**src/rtl/fifo_stream_pkg.sv**
```systemverilog
// Shared types and helpers for the FIFO-to-stream adapter: buffer sizing,
// statistics counter width/struct and saturating counter update.
package fifo_stream_pkg;

    localparam int STAT_W = 32;

    typedef struct packed {
        logic [STAT_W-1:0] beats;
        logic [STAT_W-1:0] stalls;
    } stream_stats_t;

    // One slot per cycle of read latency plus two to keep full rate under backpressure.
    function automatic int buf_depth(input int read_latency);
        return read_latency + 2;
    endfunction

    function automatic logic [STAT_W-1:0] sat_inc(input logic [STAT_W-1:0] v);
        logic [STAT_W-1:0] r;
        if (v == {STAT_W{1'b1}}) begin
            r = v;
        end else begin
            r = v + {{(STAT_W-1){1'b0}}, 1'b1};
        end
        return r;
    endfunction

    function automatic stream_stats_t stats_next(input stream_stats_t cur,
                                                 input logic beat,
                                                 input logic stall);
        stream_stats_t nxt;
        nxt = cur;
        if (beat) begin
            nxt.beats = sat_inc(cur.beats);
        end else begin
            nxt.beats = cur.beats;
        end
        if (stall) begin
            nxt.stalls = sat_inc(cur.stalls);
        end else begin
            nxt.stalls = cur.stalls;
        end
        return nxt;
    endfunction

endpackage

```
**src/rtl/fifo_stream_adapter_chk.sv**
```systemverilog
// Property checker for the adapter: the skid buffer is never over-committed.
module fifo_stream_adapter_chk #(
    parameter int BUF_DEPTH = 2,
    parameter int OCC_W     = 2
) (
    input logic             clk,
    input logic             reset,
    input logic [OCC_W-1:0] occ,
    input logic             inflight
);

    logic [OCC_W:0] pending_s;

    assign pending_s = {1'b0, occ} + {{OCC_W{1'b0}}, inflight};

    a_no_overcommit: assert property (@(posedge clk) disable iff (reset)
        pending_s <= (OCC_W + 1)'(BUF_DEPTH));

endmodule

```
**src/rtl/stream_skid_buf.sv**
```systemverilog
// Small circular skid buffer: push/pop with occupancy; head word is read
// straight from the registered storage.
module stream_skid_buf
    import fifo_stream_pkg::*;
#(
    parameter int WIDTH = 64,
    parameter int DEPTH = 2,
    localparam int PTR_W = (DEPTH > 1) ? $clog2(DEPTH) : 1,
    localparam int OCC_W = $clog2(DEPTH + 1)
) (
    input  logic             clk,
    input  logic             reset,
    input  logic             push,
    input  logic [WIDTH-1:0] push_data,
    input  logic             pop,
    output logic [OCC_W-1:0] occ,
    output logic [WIDTH-1:0] head_data
);

    logic [WIDTH-1:0] mem_r [DEPTH];
    logic [PTR_W-1:0] rd_ptr_r;
    logic [PTR_W-1:0] wr_ptr_r;
    logic [OCC_W-1:0] occ_r;

    function automatic logic [PTR_W-1:0] ptr_inc(input logic [PTR_W-1:0] p);
        logic [PTR_W-1:0] n;
        if (p == PTR_W'(DEPTH - 1)) begin
            n = {PTR_W{1'b0}};
        end else begin
            n = p + {{(PTR_W-1){1'b0}}, 1'b1};
        end
        return n;
    endfunction

    // Pointer and occupancy bookkeeping.
    always_ff @(posedge clk) begin
        if (reset) begin
            rd_ptr_r <= {PTR_W{1'b0}};
            wr_ptr_r <= {PTR_W{1'b0}};
            occ_r    <= {OCC_W{1'b0}};
        end else begin
            if (push) begin
                wr_ptr_r <= ptr_inc(wr_ptr_r);
            end
            if (pop) begin
                rd_ptr_r <= ptr_inc(rd_ptr_r);
            end
            case ({push, pop})
                2'b10:   occ_r <= occ_r + {{(OCC_W-1){1'b0}}, 1'b1};
                2'b01:   occ_r <= occ_r - {{(OCC_W-1){1'b0}}, 1'b1};
                default: occ_r <= occ_r;
            endcase
        end
    end

    // Storage is deliberately not reset; contents are meaningless while empty.
    always_ff @(posedge clk) begin
        if (push) begin
            mem_r[wr_ptr_r] <= push_data;
        end
    end

    assign occ       = occ_r;
    assign head_data = mem_r[rd_ptr_r];

endmodule

```
**src/rtl/fifo_stream_adapter.sv**
```systemverilog
// Drains a synchronous FIFO read port into a valid/ready stream at full rate.
// Optional statistics outputs are enabled by FIFO_STREAM_ADAPTER_STATS_EN.
module fifo_stream_adapter
    import fifo_stream_pkg::*;
#(
    parameter int WIDTH        = 64,
    parameter int READ_LATENCY = 0
) (
    input  logic             clk,
    input  logic             reset,
    input  logic             fifo_empty,
    input  logic [WIDTH-1:0] fifo_dout,
    output logic             fifo_ren,
    output logic             m_valid,
    output logic [WIDTH-1:0] m_data,
    input  logic             m_ready
`ifdef FIFO_STREAM_ADAPTER_STATS_EN
    ,
    output logic [STAT_W-1:0] stat_beats,
    output logic [STAT_W-1:0] stat_stalls,
    output logic              stat_starve
`endif
);

    localparam int BUF_DEPTH = buf_depth(READ_LATENCY);
    localparam int OCC_W     = $clog2(BUF_DEPTH + 1);

    logic [OCC_W-1:0] occ_s;
    logic [OCC_W:0]   pending_s;
    logic             inflight_s;
    logic             push_s;
    logic             pop_s;
    logic             ren_s;

    if (READ_LATENCY != 0 && READ_LATENCY != 1) begin : g_bad_latency
        $error("fifo_stream_adapter: READ_LATENCY must be 0 or 1");
    end

    // Issue depends only on registered state and fifo_empty, never on m_ready.
    assign pending_s = {1'b0, occ_s} + {{OCC_W{1'b0}}, inflight_s};
    assign ren_s     = !reset && !fifo_empty && (pending_s < (OCC_W + 1)'(BUF_DEPTH));
    assign fifo_ren  = ren_s;

    if (READ_LATENCY == 1) begin : g_registered_read
        logic inflight_r;

        // Tracks the read issued last cycle whose data lands this cycle.
        always_ff @(posedge clk) begin
            if (reset) begin
                inflight_r <= 1'b0;
            end else begin
                inflight_r <= ren_s;
            end
        end

        assign inflight_s = inflight_r;
        assign push_s     = inflight_r;
    end else begin : g_fwft_read
        assign inflight_s = 1'b0;
        assign push_s     = ren_s;
    end

    assign m_valid = (occ_s != {OCC_W{1'b0}});
    assign pop_s   = m_valid && m_ready;

    stream_skid_buf #(
        .WIDTH (WIDTH),
        .DEPTH (BUF_DEPTH)
    ) u_skid (
        .clk       (clk),
        .reset     (reset),
        .push      (push_s),
        .push_data (fifo_dout),
        .pop       (pop_s),
        .occ       (occ_s),
        .head_data (m_data)
    );

    fifo_stream_adapter_chk #(
        .BUF_DEPTH (BUF_DEPTH),
        .OCC_W     (OCC_W)
    ) u_chk (
        .clk      (clk),
        .reset    (reset),
        .occ      (occ_s),
        .inflight (inflight_s)
    );

`ifdef FIFO_STREAM_ADAPTER_STATS_EN
    logic [STAT_W-1:0] beat_cnt_r;
    logic [STAT_W-1:0] stall_cnt_r;
    stream_stats_t     stats_s;
    stream_stats_t     stats_nxt_s;

    assign stats_s     = '{beats: beat_cnt_r, stalls: stall_cnt_r};
    assign stats_nxt_s = stats_next(stats_s, pop_s, m_valid && !m_ready);

    // Saturating transfer and stall counters.
    always_ff @(posedge clk) begin
        if (reset) begin
            beat_cnt_r  <= {STAT_W{1'b0}};
            stall_cnt_r <= {STAT_W{1'b0}};
        end else begin
            beat_cnt_r  <= stats_nxt_s.beats;
            stall_cnt_r <= stats_nxt_s.stalls;
        end
    end

    assign stat_beats  = beat_cnt_r;
    assign stat_stalls = stall_cnt_r;
    assign stat_starve = m_ready && !m_valid && fifo_empty;
`endif

endmodule

```
**config.mk**
```make
export PLATFORM = sky130hd
export DESIGN_NAME = fifo_stream_adapter
export DESIGN_NICKNAME = d
export VERILOG_FILES = /design/src/rtl/fifo_stream_pkg.sv /design/src/rtl/fifo_stream_adapter_chk.sv /design/src/rtl/stream_skid_buf.sv /design/src/rtl/fifo_stream_adapter.sv
export SDC_FILE = /design/constraint.sdc
export NUM_CORES = 1
export LEC_CHECK = 0
export BUFFER_PORTS_ARGS = -buffer_cell sky130_fd_sc_hd__buf_2
export CORE_UTILIZATION = 25
export CTS_CLUSTER_DIAMETER = 120
export DETAILED_ROUTE_END_ITERATION = 6
export HOLD_SLACK_MARGIN = 0.06
export PLACE_DENSITY = 0.44
export SYNTH_ARGS = -nofsm -noshare
export SYNTH_HDL_FRONTEND = slang
export SYNTH_SLANG_ARGS = --single-unit
```
**constraint.sdc**
```tcl
create_clock -name clk -period 5.08 [get_ports clk]
set_input_delay 0.254 -clock clk [delete_from_list [all_inputs] [get_ports clk]]
set_output_delay 0.254 -clock clk [all_outputs]
set_load 0.005 [all_outputs]
```
==> flow_metrics.env, run 1 <==
export IMPL_holdPathStages=3
export IMPL_synth_area_sq_um=4830
export IMPL_die_y_um=141
export IMPL_cts_tree="built"
export IMPL_area_growth_pct=45.4
export IMPL_stdcell_count=707
export IMPL_ys_types=18
export IMPL_syn_inst=223
export IMPL_grt_pass1_vias=2864
export IMPL_dieArea_sq_um=19900
export IMPL_overflow=0
export IMPL_cts_max_path_buffers=2
export IMPL_vias_per_cell=3.87
export IMPL_hpwl_um=5460
export IMPL_antennaDiodeCount=0
export IMPL_rr_worst_depth=4
export IMPL_rsz0062_at_grt="false"
export IMPL_clk_latency_ns=0.41
export IMPL_area_sequential_sq_um=3950
export IMPL_ctsHoldBuffers=65
export IMPL_multi_input_area_sq_um=843
export IMPL_synth_simple_gate_area_share_pct=0.932
export IMPL_drv_cap=0
export IMPL_setup_tns_ns=0
export IMPL_firstDrtPassIters=4
export IMPL_yosys_register_bits=133
export IMPL_synthAdderAreaFrac_pct=0.259
export IMPL_path_max_fanout=36
export IMPL_drt_antenna_violating_nets=0
export IMPL_critPathRequiredTime_ns=5.13
export IMPL_fin_crit_sh_pct=51.9
export IMPL_grt_pass1_wl_um=14800
export IMPL_h_tree_depth=4
export IMPL_core_sq_um=18800
export IMPL_skew_ns=0.00802
export IMPL_grt_usage_pct=10.2
export IMPL_synthesis_nets=292
export IMPL_path_clk_slew_ns=0.05
export IMPL_hold_path_class="in2reg"
export IMPL_drt_wl_total_um=9510
export IMPL_final_util_pct=37.3
export IMPL_io_pins=134
export IMPL_post_cts_buffers=0
export IMPL_mostFrequentLayoutCells="133 x buf_2, 128 x edfxtp_1, 65 x dlygate4sd3_1"
export IMPL_fp_row_count=50
export IMPL_setup_violations=0
export IMPL_period_needed_ns=2.64
export IMPL_vias=2738
export IMPL_worst_ep_arrival_time_ns=2.68
export IMPL_cp_start_kind="primary input"
export IMPL_layout_nets=503
export IMPL_place_congestion=0.658
export IMPL_numPortBuffers=133
export IMPL_yosysWarnings=0
export IMPL_drive_gt1_share_pct=37.6
export IMPL_synth_compound_gate_area_share_pct=0.596
export IMPL_peakVddDrop_uv=240
export IMPL_num_fill_cells=1828
export IMPL_place_inst=610
export IMPL_max_freq_mhz=379
export IMPL_die_w_um=141
export IMPL_slew_headroom_pct=36.0
export IMPL_slew_viol_final=0
export IMPL_power_w=0.00305
export IMPL_ctsResizeCount=0
export IMPL_critPathKind="in2reg"
export IMPL_cts_root_buffer="clkbuf_16"
export IMPL_cts_buffers=17
export IMPL_cts_sinks=133
export IMPL_drt_iter0_drc=114
export IMPL_setup_worst_path_end_class="flop"
export IMPL_layout_commonest_cell="buf_2"
export IMPL_status="finished clean"
export IMPL_start_util_pct=25.7
export IMPL_synthMuxAreaShare_pct=14.9
export IMPL_synth_seq_area_share_pct=81.6
export IMPL_leakagePower_nw=2.59
export IMPL_tightest_slew_ns=0.961
export IMPL_hold_viol_final=0
export IMPL_grt_max_degree=65
export IMPL_syn_avg_cell_area_sq_um=21.7
export IMPL_grt_antenna_before_repair=0
export IMPL_wl_per_cell_um=13.5
export IMPL_powerDensity_nw_per_um2=434
export IMPL_synth_top_family_by_area="multiplexers"
export IMPL_synth_xor_area_share_pct=0.544
export IMPL_drc=0
-- final timing paths --
path,end,startpoint,slack (ns)
setup reg to reg,u_skid.mem_r[0][54]$_DFFE_PP_,u_skid.occ[1]$_SDFFE_PP0P_,2.57
setup / recovery,u_skid.mem_r[0][54]$_DFFE_PP_,reset,2.44
hold / removal,u_skid.wr_ptr_r$_SDFFE_PP0N_,fifo_empty,0.15
hold reg to reg,flop,u_skid.rd_ptr_r$_SDFFE_PP0P_,0.51
-- cell families after synthesis --
group,after synthesis
simple gates,9
buf+inv,8
xor+xnor,3
flops,133
mux,64
compound gates,5
fa+ha+maj,1
-- critical path: stages --
cell and delay (ns):
dlygate4sd3_1 0.53, buf_2 0.16, nor3_1 0.26, inv_1 0.15
nor2_4 0.69, buf_4 0.58
-- layer usage --
layer  vias to the layer above  GRT usage, %  wire [um]  part of all wire (%)
li1                       1303             -          -                     -
met1                      1334          11.8       4220                    44
met2                        85          16.5       4590                    48
met3                        16          3.60        506                   5.3
met4                         0          5.32        193                   2.0
met5                         -             0          0                     0
-- sequential cells by signal, summed over array words and instances (netlist names), named ones only --
signal	cells
u_skid.mem_r	128
u_skid.occ	2
u_skid.rd_ptr_r	1
u_skid.wr_ptr_r	1
-- power by group --
part	switching (W)	internal, W	total [W]
clock network	0.000433	0.000775	0.00121
registers	0.0000954	0.00130	0.00140
logic	0.000184	0.000262	0.000446
-- metrics by stage --
step	setup WS, ns	hold WS (ns)	area, sq um
floorplan	1.18	0.323	4830
detailed placement	2.46	0.446	5790
global route	2.20	0.155	7020
global placement	2.50	0.444	5790
finish	2.44	0.153	7020
CTS	2.36	0.124	7020
-- Yosys cell counts --
cell / instances / area share (%)
a21oi_1: 2 / 0.21
and2_1: 1 / 0.13
buf_2: 1 / 0.10
buf_4: 6 / 0.93
dfxtp_1: 5 / 2.1
edfxtp_1: 128 / 80
ha_1: 1 / 0.26
inv_1: 1 / 0.078
mux2_1: 60 / 14
mux2_2: 4 / 0.93
nor2_1: 4 / 0.31
nor3_1: 1 / 0.10
o21a_2: 1 / 0.18
o21ai_0: 2 / 0.21
or2_2: 1 / 0.13
or3_1: 2 / 0.26
xnor2_1: 2 / 0.36
xor2_1: 1 / 0.18
-- final cells by class --
class                      instances  share of cell area, %
sequential                       133                   56.2
tap                              260                   4.63
clock inverter                     4                   1.03
inverter                           1                 0.0534
multi-input combinational         82                   12.0
clock buffer                      28                   7.22
timing repair buffer             199                   18.8
Power figures use the tool's default switching activity.
==> run 2, diff against run 1 <==
clock period = 2.7 ns   (was 5.08 ns; I/O delays follow)
==> flow_metrics.env, run 2 (synthesis gave the netlist of run 1 again) <==
export IMPL_hold_viol_final=0
export IMPL_die_y_um=141
export IMPL_r2r_end="u_skid.mem_r[1][18]$_DFFE_PP_"
export IMPL_path_buf_inv=2
export IMPL_place_inst=613
export IMPL_start_util_pct=25.7
export IMPL_place_congestion=0.705
export IMPL_cts_max_path_buffers=2
export IMPL_cts_root_buffer="clkbuf_16"
export IMPL_cts_sinks=133
export IMPL_worstPathCellList="buf_12, mux2_1, buf_2"
export IMPL_leakagePower_nw=2.60
export IMPL_firstDrtPassIters=4
export IMPL_grt_antenna_before_repair=0
export IMPL_fp_row_count=50
export IMPL_drt_iter0_drc=115
export IMPL_slew_viol_final=0
export IMPL_vias_per_cell=3.88
export IMPL_antennaDiodeCount=0
export IMPL_numPortBuffers=133
export IMPL_min_to="u_skid.rd_ptr_r$_SDFFE_PP0P_"
export IMPL_rsz0062_at_grt="false"
export IMPL_hp_start="m_ready"
export IMPL_peakVddDrop_uv=495
export IMPL_layout_commonest_cell="buf_2"
export IMPL_core_sq_um=18800
export IMPL_worst_ep_arrival_time_ns=1.88
export IMPL_setup_worst_path_end_class="output port"
export IMPL_largest_reg_flops=128
export IMPL_drt_antenna_violating_nets=0
export IMPL_fin_ws_ns=0.689
export IMPL_slowest_delay_ns=0.64
export IMPL_drive_gt1_share_pct=37.5
export IMPL_max_freq_mhz=497
export IMPL_rr_worst_depth=3
export IMPL_cp_start_kind="flop"
export IMPL_dieArea_sq_um=19900
export IMPL_area_growth_pct=45.5
export IMPL_mostFrequentLayoutCells="133 x buf_2, 128 x edfxtp_1, 66 x dlygate4sd3_1"
export IMPL_critPathRequiredTime_ns=2.57
export IMPL_powerDensity_nw_per_um2=796
export IMPL_wl_per_cell_um=13.4
export IMPL_fin_crit_sh_pct=74.5
export IMPL_setup_violations=0
export IMPL_regMostFlops="u_skid.mem_r"
export IMPL_crit_family="flip-flops"
export IMPL_grt_pass1_vias=2981
export IMPL_overflow=0
export IMPL_drv_cap=0
export IMPL_stdcell_count=708
export IMPL_grt_usage_pct=10.2
export IMPL_cts_tree="built"
export IMPL_slew_headroom_pct=64.2
export IMPL_cp_slowest_cell="dfxtp_4"
export IMPL_path_max_fanout=34
export IMPL_critPathKind="reg2out"
export IMPL_drt_wl_total_um=9450
export IMPL_vias=2749
export IMPL_tightest_slew_ns=0.537
export IMPL_post_cts_buffers=0
export IMPL_hold_path_class="in2reg"
export IMPL_die_w_um=141
export IMPL_holdPathStages=4
export IMPL_grt_pass1_wl_um=15000
export IMPL_clk_latency_ns=0.41
export IMPL_cts_buffers=17
export IMPL_io_pins=134
export IMPL_ctsResizeCount=0
export IMPL_path_clk_slew_ns=0.06
export IMPL_status="finished clean"
export IMPL_hpwl_um=5790
export IMPL_setup_tns_ns=0
export IMPL_grt_max_degree=38
export IMPL_h_tree_depth=4
export IMPL_pre_cts_slack_ns=0.824
export IMPL_reg2reg_from="u_skid.occ[1]$_SDFFE_PP0P_"
export IMPL_layout_nets=507
export IMPL_drc=0
export IMPL_period_needed_ns=2.01
export IMPL_reg2reg_slack_ns=0.83
export IMPL_skew_ns=0.00737
==> run 2: changes by cell type in the layout (fill, tap and decap cells not counted) <==
cell / change
clkinv_1: +3
clkbuf_8: -4
buf_4: +1
dlygate4sd3_1: +1
buf_12: +2
clkinvlp_4: -1
clkinv_2: +2
clkbuf_1: -3
==> run 2: worst max path at each step <==
| stage | from | endpoint | slack (ns) | cells past startpoint |
|---|---|---|---|---|
| 2_1_floorplan | u_skid.occ[1]$_SDFFE_PP0P_ | u_skid.mem_r[1][0]$_DFFE_PP_ | 0.06 | 2 |
| 3_3_place_gp | u_skid.occ[1]$_SDFFE_PP0P_ | u_skid.mem_r[1][35]$_DFFE_PP_ | 0.92 | 3 |
| 3_5_place_dp | u_skid.occ[1]$_SDFFE_PP0P_ | u_skid.mem_r[1][34]$_DFFE_PP_ | 0.82 | 3 |
| 4_1_cts | flop | m_data[43] | 0.58 | 3 |
| 5_1_grt | flop | m_data[32] | 0.54 | 3 |
| 6_report | flop | m_data[43] | 0.69 | 3 |
==> run 2: timing repair <==
| item | CTS | global route |
|---|---|---|
| hold buffers | 66 | 0 |
| hold endpoints to repair | 133 | 0 |
| endpoints found under the setup margin | 0 | 0 |
==> run 2: worst reg2reg max path, cell delays in order, from the launching register on <==
cell	delay, ns
dfxtp_1	0.35
nor3_1	0.36
and2_4	0.50
buf_12	0.31
==> run 2: layout make-up <==
type / instances / area [sq um]
clock buffers: 21 / 440
fillers: 1777 / 11800
multi-input cells: 82 / 843
well taps: 260 / 325
repair buffers: 203 / 1380
flip-flops and latches: 133 / 3950
clock inverters: 8 / 86.3
inverters: 1 / 3.75
==> run 2: where the power goes <==
group	total, W	switching [W]	leakage [nW]	internal (W)
Sequential	0.00256	0.000111	1.22	0.00245
Clock	0.00209	0.000767	0.259	0.00133
Combinational	0.000943	0.000426	1.12	0.000517
Total	0.00559	0.00130	2.60	0.00429
==> run 2: through the flow <==
stage / cell area, sq um / util [%] / power [W] / hold WS, ns
2_1_floorplan: 4840 / - / 0.00306 / 0.204
3_3_place_gp: 5840 / 31.0 / 0.00349 / 0.324
3_5_place_dp: 5840 / 31.0 / 0.00350 / 0.326
4_1_cts: 7030 / 37.3 / 0.00571 / 0.117
5_1_grt: 7030 / 37.3 / 0.00588 / 0.162
6_report: 7030 / 37.3 / 0.00559 / 0.145
==> run 2: routing by layer <==
metal / share of wire (%) / wire length [um] / GRT usage (%) / vias to the layer above
met4: 1.3 / 121 / 4.92 / 0
met3: 5.3 / 504 / 4.01 / 9
met1: 45 / 4280 / 12.0 / 1348
met5: 0 / 0 / 0 / -
met2: 48 / 4550 / 16.4 / 86
li1: - / - / - / 1306
==> run 3, diff against run 2 <==
ABC_AREA = 1   (was unset)
clock period = 1.9 ns   (was 2.7 ns; I/O delays follow)
==> flow_metrics.env, run 3 <==
export IMPL_skew_ns=0.00628
export IMPL_cts_root_buffer="clkbuf_16"
export IMPL_antennaDiodeCount=0
export IMPL_synth_seq_area_share_pct=76.6
export IMPL_synth_top_area_cell="edfxtp_1"
export IMPL_drt_wl_total_um=9610
export IMPL_tightest_slew_ns=0.391
export IMPL_synth_area_sq_um=5150
export IMPL_period_needed_ns=1.66
export IMPL_numPortBuffers=133
export IMPL_slew_headroom_pct=74.0
export IMPL_synth_xor_area_share_pct=0
export IMPL_async_reset_ff_share_pct=0
export IMPL_syn_inst=234
export IMPL_setup_violations=0
export IMPL_vias=2791
export IMPL_cts_sinks=133
export IMPL_final_area_sq_um=7420
export IMPL_path_clk_slew_ns=0.06
export IMPL_layout_commonest_cell="buf_2"
export IMPL_status="finished clean"
export IMPL_yosysWarnings=0
export IMPL_grt_pass1_wl_um=15200
export IMPL_peakVddDrop_uv=574
export IMPL_yosys_register_bits=133
export IMPL_cts_tree="built"
export IMPL_synth_top_family_by_area="multiplexers"
export IMPL_overflow=0
export IMPL_mostFrequentLayoutCells="133 x buf_2, 128 x edfxtp_1, 66 x dlygate4sd3_1"
export IMPL_area_sequential_sq_um=3950
export IMPL_drc=0
export IMPL_setup_tns_ns=0
export IMPL_slew_viol_final=0
export IMPL_synthMuxAreaShare_pct=18.4
export IMPL_grt_max_degree=49
export IMPL_path_max_fanout=34
export IMPL_cts_buffers=17
export IMPL_place_congestion=0.635
export IMPL_place_area_sq_um=6140
export IMPL_synth_ff_type="edfxtp_1"
export IMPL_hpwl_um=5870
export IMPL_layout_nets=520
export IMPL_yosysMostFrequentCell="edfxtp_1"
export IMPL_core_sq_um=20200
export IMPL_grt_antenna_before_repair=0
export IMPL_vias_per_cell=3.80
export IMPL_area_growth_pct=44.0
export IMPL_cts_max_path_buffers=2
export IMPL_synthesis_nets=303
export IMPL_die_y_um=146
export IMPL_num_fill_cells=1916
export IMPL_dieArea_sq_um=21200
export IMPL_drive_gt1_share_pct=51.1
export IMPL_synthAdderAreaFrac_pct=0.243
export IMPL_critPathRequiredTime_ns=1.80
export IMPL_grt_usage_pct=9.63
export IMPL_worst_ep_arrival_time_ns=1.57
export IMPL_synthDominantCellAreaShare_pct=74.6
export IMPL_largest_reg_flops=128
export IMPL_powerDensity_nw_per_um2=1060
export IMPL_rsz0062_at_grt="false"
export IMPL_leakagePower_nw=2.89
export IMPL_fin_ws_ns=0.239
export IMPL_synth_edf_count=128
export IMPL_max_freq_mhz=602
export IMPL_drt_iter0_drc=59
export IMPL_ys_types=14
export IMPL_cp_start_kind="flop"
export IMPL_hold_path_class="in2reg"
export IMPL_grt_pass1_vias=3015
export IMPL_critPathKind="reg2out"
export IMPL_fp_row_count=52
export IMPL_netlist_top_cells_count="128 x edfxtp_1, 60 x mux2_4, 9 x nor2_1"
export IMPL_drv_cap=0
export IMPL_synth_simple_gate_area_share_pct=1.34
export IMPL_setup_worst_path_end_class="output port"
export IMPL_drt_antenna_violating_nets=0
export IMPL_hold_viol_final=0
export IMPL_multi_input_area_sq_um=1070
export IMPL_die_w_um=146
export IMPL_clk_latency_ns=0.41
export IMPL_wl_per_cell_um=13.1
export IMPL_io_pins=134
export IMPL_synth_compound_gate_area_share_pct=0.437
export IMPL_syn_avg_cell_area_sq_um=22.0
export IMPL_ys_top_cells_by_area="edfxtp_1 75%, mux2_4 17%, buf_12 2.3%"
export IMPL_fin_crit_sh_pct=87.4
export IMPL_regMostFlops="u_skid.mem_r"
export IMPL_pre_cts_slack_ns=0.470
export IMPL_h_tree_depth=4
export IMPL_start_util_pct=25.5
export IMPL_firstDrtPassIters=4
[run 3: cell count changes after synthesis, sizes merged, moves of 2 or more]
cell	before	now
or3	2	0
xnor2	2	0
nand2	0	8
inv	1	7
nor2	4	9
[run 3: repair_timing]
action,CTS,global route
hold buffers,66,0
setup buffers,0,0
gates resized for setup,0,0
setup endpoints to repair,0,0
endpoints found under the hold margin,133,0
[run 3: stage by stage]
stage / total power [W] / cells / hold WS, ns / utilization (%)
5_1_grt: 0.00818 / 734 / 0.138 / 36.7
6_report: 0.00784 / 734 / 0.116 / 36.7
2_1_floorplan: 0.00412 / 234 / 0.194 / -
3_5_place_dp: 0.00445 / 636 / 0.288 / 30.4
4_1_cts: 0.00798 / 734 / 0.0917 / 36.7
3_3_place_gp: 0.00444 / 636 / 0.285 / 30.4
[run 3: power by group]
part	switching (W)	internal, W	leakage [nW]
clock	0.00119	0.00218	0.297
combinational	0.000430	0.000601	1.37
sequential	0.0000433	0.00339	1.22
[run 3: final timing paths]
| check | startpoint | endpoint | slack [ns] | cells past startpoint |
|---|---|---|---|---|
| hold / removal | m_ready | flop | 0.12 | 4 |
| hold reg to reg | u_skid.rd_ptr_r$_SDFFE_PP0P_ | flop | 0.51 | 2 |
| setup / recovery | flop | m_data[35] | 0.24 | 3 |
| setup reg to reg | u_skid.occ[1]$_SDFFE_PP0P_ | u_skid.mem_r[0][35]$_DFFE_PP_ | 0.48 | 4 |
[run 3: critical path, stage by stage, from the launching register on]
cell and delay [ns]:
dfxtp_4 0.37, buf_12 0.26, mux2_2 0.37, buf_2 0.12
[run 3: area by class of cell]
class | count | area share [%]
clock buffers | 17 | 5.74
clock inverters | 15 | 2.53
flip-flops and latches | 133 | 53.2
repair buffers | 205 | 19.2
multi-input cells | 87 | 14.4
inverters | 7 | 0.354
well taps | 270 | 4.55
[run 3: cell families after synthesis]
| group | count (synthesis) |
|---|---|
| compound gates | 4 |
| fa+ha+maj | 1 |
| buf+inv | 14 |
| flops | 133 |
| mux | 64 |
| simple gates | 18 |
[run 3: metal layers]
layer / up-vias / track usage, % / wire, um
met3: 8 / 3.39 / 497
met2: 83 / 16.6 / 4860
met4: 0 / 4.11 / 112
li1: 1345 / - / -
met5: - / 0 / 0
met1: 1355 / 10.8 / 4130
